`src/rtl/nibble_frame_master.sv`:
```
// Arbitrating scl/sda frame master: start, 4 data bits MSB first, stop; each phase lasts DIV clk cycles.
// Define NIBBLE_FRAME_MASTER_FIXED_PRI_EN for fixed (lowest index) priority instead of round-robin.
module nibble_frame_master #(
  parameter int NREQ = 4,
  parameter int DIV  = 4
) (
  input  logic              clk,
  input  logic              rst,
  input  logic [NREQ-1:0]   req,
  input  logic [4*NREQ-1:0] req_data,
  output logic [NREQ-1:0]   gnt,
  output logic              busy,
  output logic              done,
  output logic              scl,
  output logic              sda
);

  localparam int PW = (DIV > 1) ? $clog2(DIV) : 1;
  localparam int IW = (NREQ > 1) ? $clog2(NREQ) : 1;

  typedef enum logic [2:0] {
    IDLE, START_A, START_B, BIT_LO, BIT_HI, STOP_LO, STOP_HI, STOP_END
  } state_t;

  state_t          state;
  logic [PW-1:0]   phase;
  logic [1:0]      bit_cnt;
  logic [3:0]      shreg;
  logic            phase_last;
  logic            done_next;
  logic            win_found;
  logic [IW-1:0]   win_idx;

  assign phase_last = (phase == PW'(DIV - 1));

`ifdef NIBBLE_FRAME_MASTER_FIXED_PRI_EN
  // NOTE: every always_comb output gets a default first so no path leaves it unassigned (no latch).
  always_comb begin
    win_found = 1'b0;
    win_idx   = '0;
    for (int i = NREQ - 1; i >= 0; i--) begin
      if (req[i]) begin
        win_found = 1'b1;
        win_idx   = IW'(i);
      end
    end
  end
`else
  logic [IW-1:0] ptr;

  // NOTE: every always_comb output gets a default first so no path leaves it unassigned (no latch).
  always_comb begin
    win_found = 1'b0;
    win_idx   = '0;
    for (int k = 1; k <= NREQ; k++) begin
      if (!win_found && req[(int'(ptr) + k) % NREQ]) begin
        win_found = 1'b1;
        win_idx   = IW'((int'(ptr) + k) % NREQ);
      end
    end
  end
`endif

  // done is registered, so it is raised one edge ahead of the final STOP_END cycle.
  always_comb begin
    done_next = 1'b0;
    if (DIV == 1) done_next = (state == STOP_HI);
    else          done_next = (state == STOP_END) && (phase == PW'(DIV - 2));
  end

  // NOTE: all state updates are non-blocking so every register samples pre-edge values.
  always_ff @(posedge clk) begin
    if (rst) begin
      state   <= IDLE;
      phase   <= '0;
      bit_cnt <= 2'd3;
      shreg   <= '0;
      scl     <= 1'b1;
      sda     <= 1'b1;
      busy    <= 1'b0;
      gnt     <= '0;
      done    <= 1'b0;
`ifndef NIBBLE_FRAME_MASTER_FIXED_PRI_EN
      ptr     <= IW'(NREQ - 1);
`endif
    end else begin
      gnt  <= '0;
      done <= done_next;
      if (state == IDLE) begin
        phase <= '0;
        if (win_found) begin
          gnt     <= NREQ'(1) << win_idx;
          shreg   <= req_data[4*int'(win_idx) +: 4];
          bit_cnt <= 2'd3;
          busy    <= 1'b1;
          state   <= START_A;
`ifndef NIBBLE_FRAME_MASTER_FIXED_PRI_EN
          ptr     <= win_idx;
`endif
        end
      end else if (!phase_last) begin
        phase <= phase + PW'(1);
      end else begin
        phase <= '0;
        case (state)
          START_A: begin
            state <= START_B;
            sda   <= 1'b0;
          end
          START_B: begin
            state <= BIT_LO;
            scl   <= 1'b0;
            sda   <= shreg[3];
          end
          BIT_LO: begin
            state <= BIT_HI;
            scl   <= 1'b1;
          end
          BIT_HI: begin
            scl <= 1'b0;
            if (bit_cnt != 2'd0) begin
              bit_cnt <= bit_cnt - 2'd1;
              shreg   <= {shreg[2:0], 1'b0};
              sda     <= shreg[2];
              state   <= BIT_LO;
            end else begin
              sda   <= 1'b0;
              state <= STOP_LO;
            end
          end
          STOP_LO: begin
            state <= STOP_HI;
            scl   <= 1'b1;
          end
          STOP_HI: begin
            state <= STOP_END;
            sda   <= 1'b1;
          end
          STOP_END: begin
            state <= IDLE;
            busy  <= 1'b0;
          end
          default: state <= IDLE;
        endcase
      end
    end
  end

endmodule

```
`config.mk`:
```
export PLATFORM = sky130hd
export DESIGN_NAME = nibble_frame_master
export DESIGN_NICKNAME = d
export VERILOG_FILES = /design/src/rtl/nibble_frame_master.sv
export SDC_FILE = /design/constraint.sdc
export NUM_CORES = 1
export LEC_CHECK = 0
export CAP_MARGIN = 25
export CORE_MARGIN = 1
export CORE_UTILIZATION = 40
export CTS_BUF_LIST = sky130_fd_sc_hd__clkbuf_4
export DETAILED_ROUTE_END_ITERATION = 6
export MAX_ROUTING_LAYER = met4
export PLACE_DENSITY = 0.73
export SYNTH_ARGS = -nofsm -noshare
export SYNTH_HDL_FRONTEND = slang
export SYNTH_SLANG_ARGS = --single-unit
```
`constraint.sdc`:
```
create_clock -name clk -period 1.7 [get_ports clk]
set_input_delay 0.255 -clock clk [delete_from_list [all_inputs] [get_ports clk]]
set_output_delay 0.255 -clock clk [all_outputs]
set_load 0.01 [all_outputs]
```
After elaboration in Yosys (flattened, before gate mapping)

Index checks and enable logic that the tools add are counted.

$add $sub $neg: 6
Muxes and demuxes: 42
Shift-type cells: 2
Magnitude comparators: 4
$mul: 0
Equal/unequal tests: 10
Bitwise logic cells: 6
Div/mod/pow operators: 0
Reduce and logical (&&, ||, !) cells: 29

Operators by type and width:

| kind                                                        | number |
|---|---|
| 2-to-1 mux 4 bit                                            | 5 |
| 2-to-1 mux 2 bit                                            | 9 |
| case mux 3 bit (6 select lines)                             | 1 |
| 2-to-1 mux 1 bit                                            | 17 |
| less-than comparator 3 x 4 -> 1 bit (second input constant) | 4 |
| variable part select 16 x 5 -> 4 bit                        | 1 |
| equality test 3 bit (second input constant)                 | 4 |
| 2-to-1 mux 3 bit                                            | 4 |
| nonzero test 2 bit                                          | 6 |
| OR reduction 2 bit                                          | 6 |
| AND reduction 3 bit                                         | 3 |
| binary-select mux 1 bit (select 2 bit)                      | 4 |
| adder 2 x 1 -> 2 bit (second input constant)                | 3 |
| equality test 3 x 2 -> 1 bit (second input constant)        | 2 |
| OR reduction 3 bit                                          | 2 |
| adder 2 bit (second input constant)                         | 2 |
| bitwise AND 1 bit (first input constant)                    | 4 |
| equality test 2 bit (second input constant)                 | 2 |
| logical AND 1 bit                                           | 4 |
| case mux 1 bit (4 select lines)                             | 1 |
| AND reduction 2 bit                                         | 2 |
| AND reduction 4 bit                                         | 1 |
| nonzero test 4 bit                                          | 1 |
| left shift 1 x 2 -> 4 bit (first input constant)            | 1 |
| 7 further kinds                                             | 10 |

Word-level logic and storage cells: 109
Bits in latches: 0
Register bits: 21
Input bits: 22
Memories kept: 0
Bits in writable memories: 0
Bits in read-only memories: 0

Depth between registers and ports, before layout

Gate-level depths: netlist of the first run.

Depth after elaboration: 19
Mapped depth: 7
Depth with buffers taken out: 7

Least setup slack after synthesis of the first run

OpenSTA, ideal clock, no wires.

Path kind: reg2reg
Start: register bit_cnt[0]
End: register shreg[1]
Setup time: 134 ps
Clock period less this slack: 1646 ps
Cell stages (with the launch flop): 8
Arrival: 1512 ps
Slack: 54 ps
Required time: 1566 ps
Cell sequence: dfxtp_1 -> inv_1 -> ha_1 -> nor2b_1 -> nand3b_4 -> o21a_1 -> nor4_1 -> a2111oi_2

Word-level cells in the longest chain between the ends: 3

RTL lines:

| element                              | RTL line | source |
|---|---|---|
| start, declared                      | 27       | `logic [1:0] bit_cnt;` |
| start signal, assigned               | 122      | `bit_cnt <= bit_cnt - 2'd1;` |
| nonzero test 2 bit                   | 121      | `if (bit_cnt != 2'd0) begin` |
| nonzero test 2 bit (no source line)  | --       |  |
| AND reduction 4 bit (no source line) | --       |  |
| end signal, assigned                 | 93       | `shreg <= req_data[4*int'(win_idx) +: 4];` |
| end signal, assigned                 | 123      | `shreg <= {shreg[2:0], 1'b0};` |
| end, declared                        | 28       | `logic [3:0] shreg;` |

Every way passes these cells.
A chain may end at the register's enable or synchronous reset.

Worst setup path in the final report of the first run

Start: input req[0]
End: register shreg[0]

Word-level cells in the longest chain between the ends: 16
Elaborated cells on any way between the ends: 31
Those cells by class: eq/ne (1); shift (1); mux (22); reduce/logical (7)

RTL lines:

| element                                             | RTL line | source |
|---|---|---|
| start, declared                                     | 9        | `input logic [NREQ-1:0] req,` |
| binary-select mux 1 bit (select 2 bit)              | 56       | `if (!win_found && req[(int'(ptr) + k) % NREQ]) begin` |
| 2-to-1 mux 1 bit (implied by the code) (2 in a row) | 56       |  |
| 2-to-1 mux 1 bit                                    | 56       |  |
| logical NOT 1 bit                                   | 56       |  |
| logical AND 1 bit                                   | 56       |  |
| 2-to-1 mux 1 bit                                    | 56       |  |
| logical NOT 1 bit                                   | 56       |  |
| logical AND 1 bit                                   | 56       |  |
| 2-to-1 mux 1 bit                                    | 56       |  |
| logical NOT 1 bit                                   | 56       |  |
| logical AND 1 bit                                   | 56       |  |
| 2-to-1 mux 2 bit                                    | 56       |  |
| variable part select 16 x 5 -> 4 bit                | 93       |  |
| 2-to-1 mux 4 bit                                    | 91       | `if (win_found) begin` |
| 2-to-1 mux 4 bit                                    | 89       | `if (state == IDLE) begin` |

Parallel ways exist; a longest one is shown, timed or not. The select of a mux whose other input is x is not followed.

==> flow_summary.yaml, run 1 <==
clock_tree:
  clock_sinks: 21
  cts-hold-fix-buffers: 0
  clock_latency_ps: 310
  cts_buffers: 3
  cts_post_setup_buffers_inserted: 0
  clk_pin_slew_ps: 120
  cts_buffer_depth: 2
  cts_tree: "built"
  cts.htree.levels: 1
  cts-root-buf: "clkbuf_4"
cells_and_area:
  diodes: 0
  final_area_sq_um: 1780
  n_fill_cell: 238
  final_common_cell: "clkdlybuf4s50_1"
  layout_common_cells: "26 x clkdlybuf4s50_1, 22 x buf_4, 20 x dfxtp_1"
  nets: 214
  final_layout_size_suffix_gt1_share_pct: 25.0
  area_growth_pct: 44.0
timing:
  hold-worst-slack_ps: 473
  clock_skew_ps: 5.20
  fin_crit_sh_pct: 96.9
  period_needed_ps: 1650
  tns_ps: 0
  final-hold-violation-count: 0
  worst_slew_pin_slew_ps: 325
  max_freq_mhz: 607
  finalMaxSlewViolations: 0
  slew_headroom_pct: 77.8
  setup_viol: 0
  final.setup.worst_slack_ps: 52.6
grt:
  track_usage_pct: 21.5
  grt_max_degree: 19
  grt_pass1_wl_um: 5340
  grt_pass1_vias: 1218
  grt_overflow: 0
  antenna_found_initial: 0
synth:
  yosys_warnings: 0
  synth_edf_count: 0
  yosysSeqAreaShare_pct: 34.0
  yosys_register_bits: 21
  syn_area_sq_um: 1240
  synth.distinct_cells: 45
  async_flop_share_pct: 0
  synth_nets: 166
  avgSynthCellArea_sq_um: 8.77
  synth_cells: 141
  synthFlopType: "dfxtp_1"
floorplanning:
  start_util_pct: 43.3
  io_pins: 30
  dieArea_sq_um: 3320
  coreArea_sq_um: 2850
  rows: 19
  die_h_um: 57.6
  die_w_um: 57.6
routing:
  vias: 1215
  dr.pass1.iters: 6
  routed_wl_um: 3250
  ant_nets: 0
  drt_iter0_drc: 34
  avgViaCountPerCell: 5.55
  wl_per_cell_um: 14.8
  route.detailed.drc: 1
place:
  dp_slack_ps: -381
  gp_congestion: 0.905
  portBuffers: 29
  dp_hpwl_um: 2410
  postPlaceCellArea_sq_um: 1680
worst_setup_path:
  path_class: "in2reg"
  rr_startpoint: "state[1]"
  critPathTopFamily: "buffers and inverters"
  crit_path_top_delay_cell: "clkdlybuf4s50_1"
  path_buf_inv: 2
  critPathCaptureType: "flip-flop"
  cp.required_ps: 1940
  reg2reg_depth: 6
  r2r_setup_slack_ps: 70
  crit_fanout: 6
  max_stage_delay_ps: 570
  worstPathCellList: "clkdlybuf4s50_1 -> a21o_1 -> a31oi_1 -> buf_4 -> or3_1 -> a21o_1 -> o211ai_1"
  r2r-end: "shreg[0]"
  startpoint_type: "input port"
  arrival_ps: 1890
  critPathMostFrequentCell: "a21o_1"
job:
  maxCapViolCount: 0
worst_hold_path:
  min_delay_worst_endpoint: "phase[0]"
  hp-start: "phase[0]"
  hold_class: "reg2reg"
  holdPathStages: 1
pwr:
  power_mw: 1.32
  power_leakage_nw: 0.735
  power_per_cell_area_nw_per_um2: 739
  peakVddDrop_mv: 0.540
run_status:
  status: "finished with violations"
  violations: "DRC"
worst max path at each step:
stage | slack [ps] | cells past startpoint | startpoint | end
after floorplan | 50 | 7 | bit_cnt[0] | shreg[1]
after global placement | -270 | 6 | req[3] | shreg[3]
after detailed placement | -380 | 6 | req[3] | shreg[3]
after CTS | 10 | 6 | req[2] | shreg[3]
after global routing | -20 | 5 | ptr[1] | shreg[3]
final | 50 | 7 | req[0] | shreg[0]
stage by stage:
| step | utilization [%] | cells |
|---|---|---|
| finish | 62.4 | 219 |
| global route | 62.4 | 219 |
| CTS | 60.4 | 219 |
| detailed placement | 58.7 | 215 |
| global placement | 58.7 | 215 |
| floorplan | - | 141 |
sequential cells by signal, summed over array words and instances (netlist names):
register	count
gnt	4
shreg	4
state	3
bit_cnt	2
phase	2
ptr	2
busy	1
done	1
scl	1
sda	1
Yosys cell counts (all sizes together), types with 2 or more instances:
library cell / n / area, sq um
a21o: 2 / 15.0
nor2: 19 / 90.1
nand3b: 3 / 35.0
clkbuf: 3 / 11.3
o21ai: 6 / 30.0
mux2i: 5 / 50.1
a21oi: 10 / 50.1
o21a: 4 / 30.0
buf: 5 / 43.8
nand2: 14 / 68.8
a2111oi: 4 / 48.8
nand2b: 5 / 31.3
or3: 2 / 12.5
ha: 3 / 37.5
nor2b: 2 / 12.5
inv: 5 / 18.8
nor3: 5 / 36.3
a31oi: 2 / 12.5
o22ai: 2 / 18.8
dfxtp: 21 / 420
nor4: 5 / 37.5
logic make-up (layout without fill, tap and decap cells):
| family | Yosys count | in the layout | share of synthesized area, % |
|---|---|---|---|
| flip-flops | 21 | 21 | 34.0 |
| AO/OA/AOI/OAI | 39 | 39 | 23.6 |
| buffers and inverters | 13 | 60 | 5.97 |
| AND/OR/NAND/NOR | 58 | 58 | 27.9 |
| adder cells (fa/ha/maj) | 3 | 3 | 3.04 |
| multiplexers | 5 | 5 | 4.05 |
| XOR/XNOR | 2 | 2 | 1.42 |
repair_timing:
action / 4_1_cts / 5_1_grt
pin swaps: 1 / 3
gates cloned: 0 / 0
setup endpoints to repair: 3 / 4
gates resized for setup: 7 / 10
cell type report:
class / instances / area [sq um] / area share [%]
multi-input cells: 107 / 818 / 46.0
inverters: 5 / 18.8 / 1.05
clock inverters: 1 / 5.00 / 0.281
flip-flops and latches: 21 / 422 / 23.7
well taps: 31 / 38.8 / 2.18
clock buffers: 3 / 22.5 / 1.26
repair buffers: 51 / 455 / 25.6
report_power, final:
| group | leakage, nW | switching (mW) | internal, mW |
|---|---|---|---|
| clock | 0.0177 | 0.158 | 0.0879 |
| sequential | 0.172 | 0.0379 | 0.536 |
| combinational | 0.545 | 0.240 | 0.257 |
routing by layer:
layer / wire length (um) / global-route usage, % / up-vias / share of wire [%]
met1: 1440 / 25.1 / 571 / 44
met4: 40 / 5.92 / 0 / 1.2
met5: 0 / - / - / 0
met2: 1650 / 36.2 / 27 / 51
met3: 124 / 5.90 / 5 / 3.8
li1: - / - / 612 / -
(Power assumes the default switching activity.)
==> run 2: changes to the inputs <==
--- a/config.mk
+++ b/config.mk
@@ -5,10 +5,10 @@
 export SDC_FILE = /design/constraint.sdc
 export NUM_CORES = 1
 export LEC_CHECK = 0
-export CAP_MARGIN = 25
 export CORE_MARGIN = 1
 export CORE_UTILIZATION = 40
 export CTS_BUF_LIST = sky130_fd_sc_hd__clkbuf_4
+export CTS_CLUSTER_SIZE = 12
 export DETAILED_ROUTE_END_ITERATION = 6
 export MAX_ROUTING_LAYER = met4
 export PLACE_DENSITY = 0.73
==> constraint.sdc (replaced) <==
create_clock -name clk -period 1.7 [get_ports clk]
set_input_delay 0.255 -clock clk [delete_from_list [all_inputs] [get_ports clk]]
set_output_delay 0.255 -clock clk [all_outputs]
set_load 0.005 [all_outputs]
==> results of run 2 <==
Same layout as run 1 (identical final DEF). Status: finished with violations: DRC.
Among the figures that moved: total power 1.32 mW -> 1.31 mW; worst IR drop on VDD 0.540 mV -> 0.539 mV
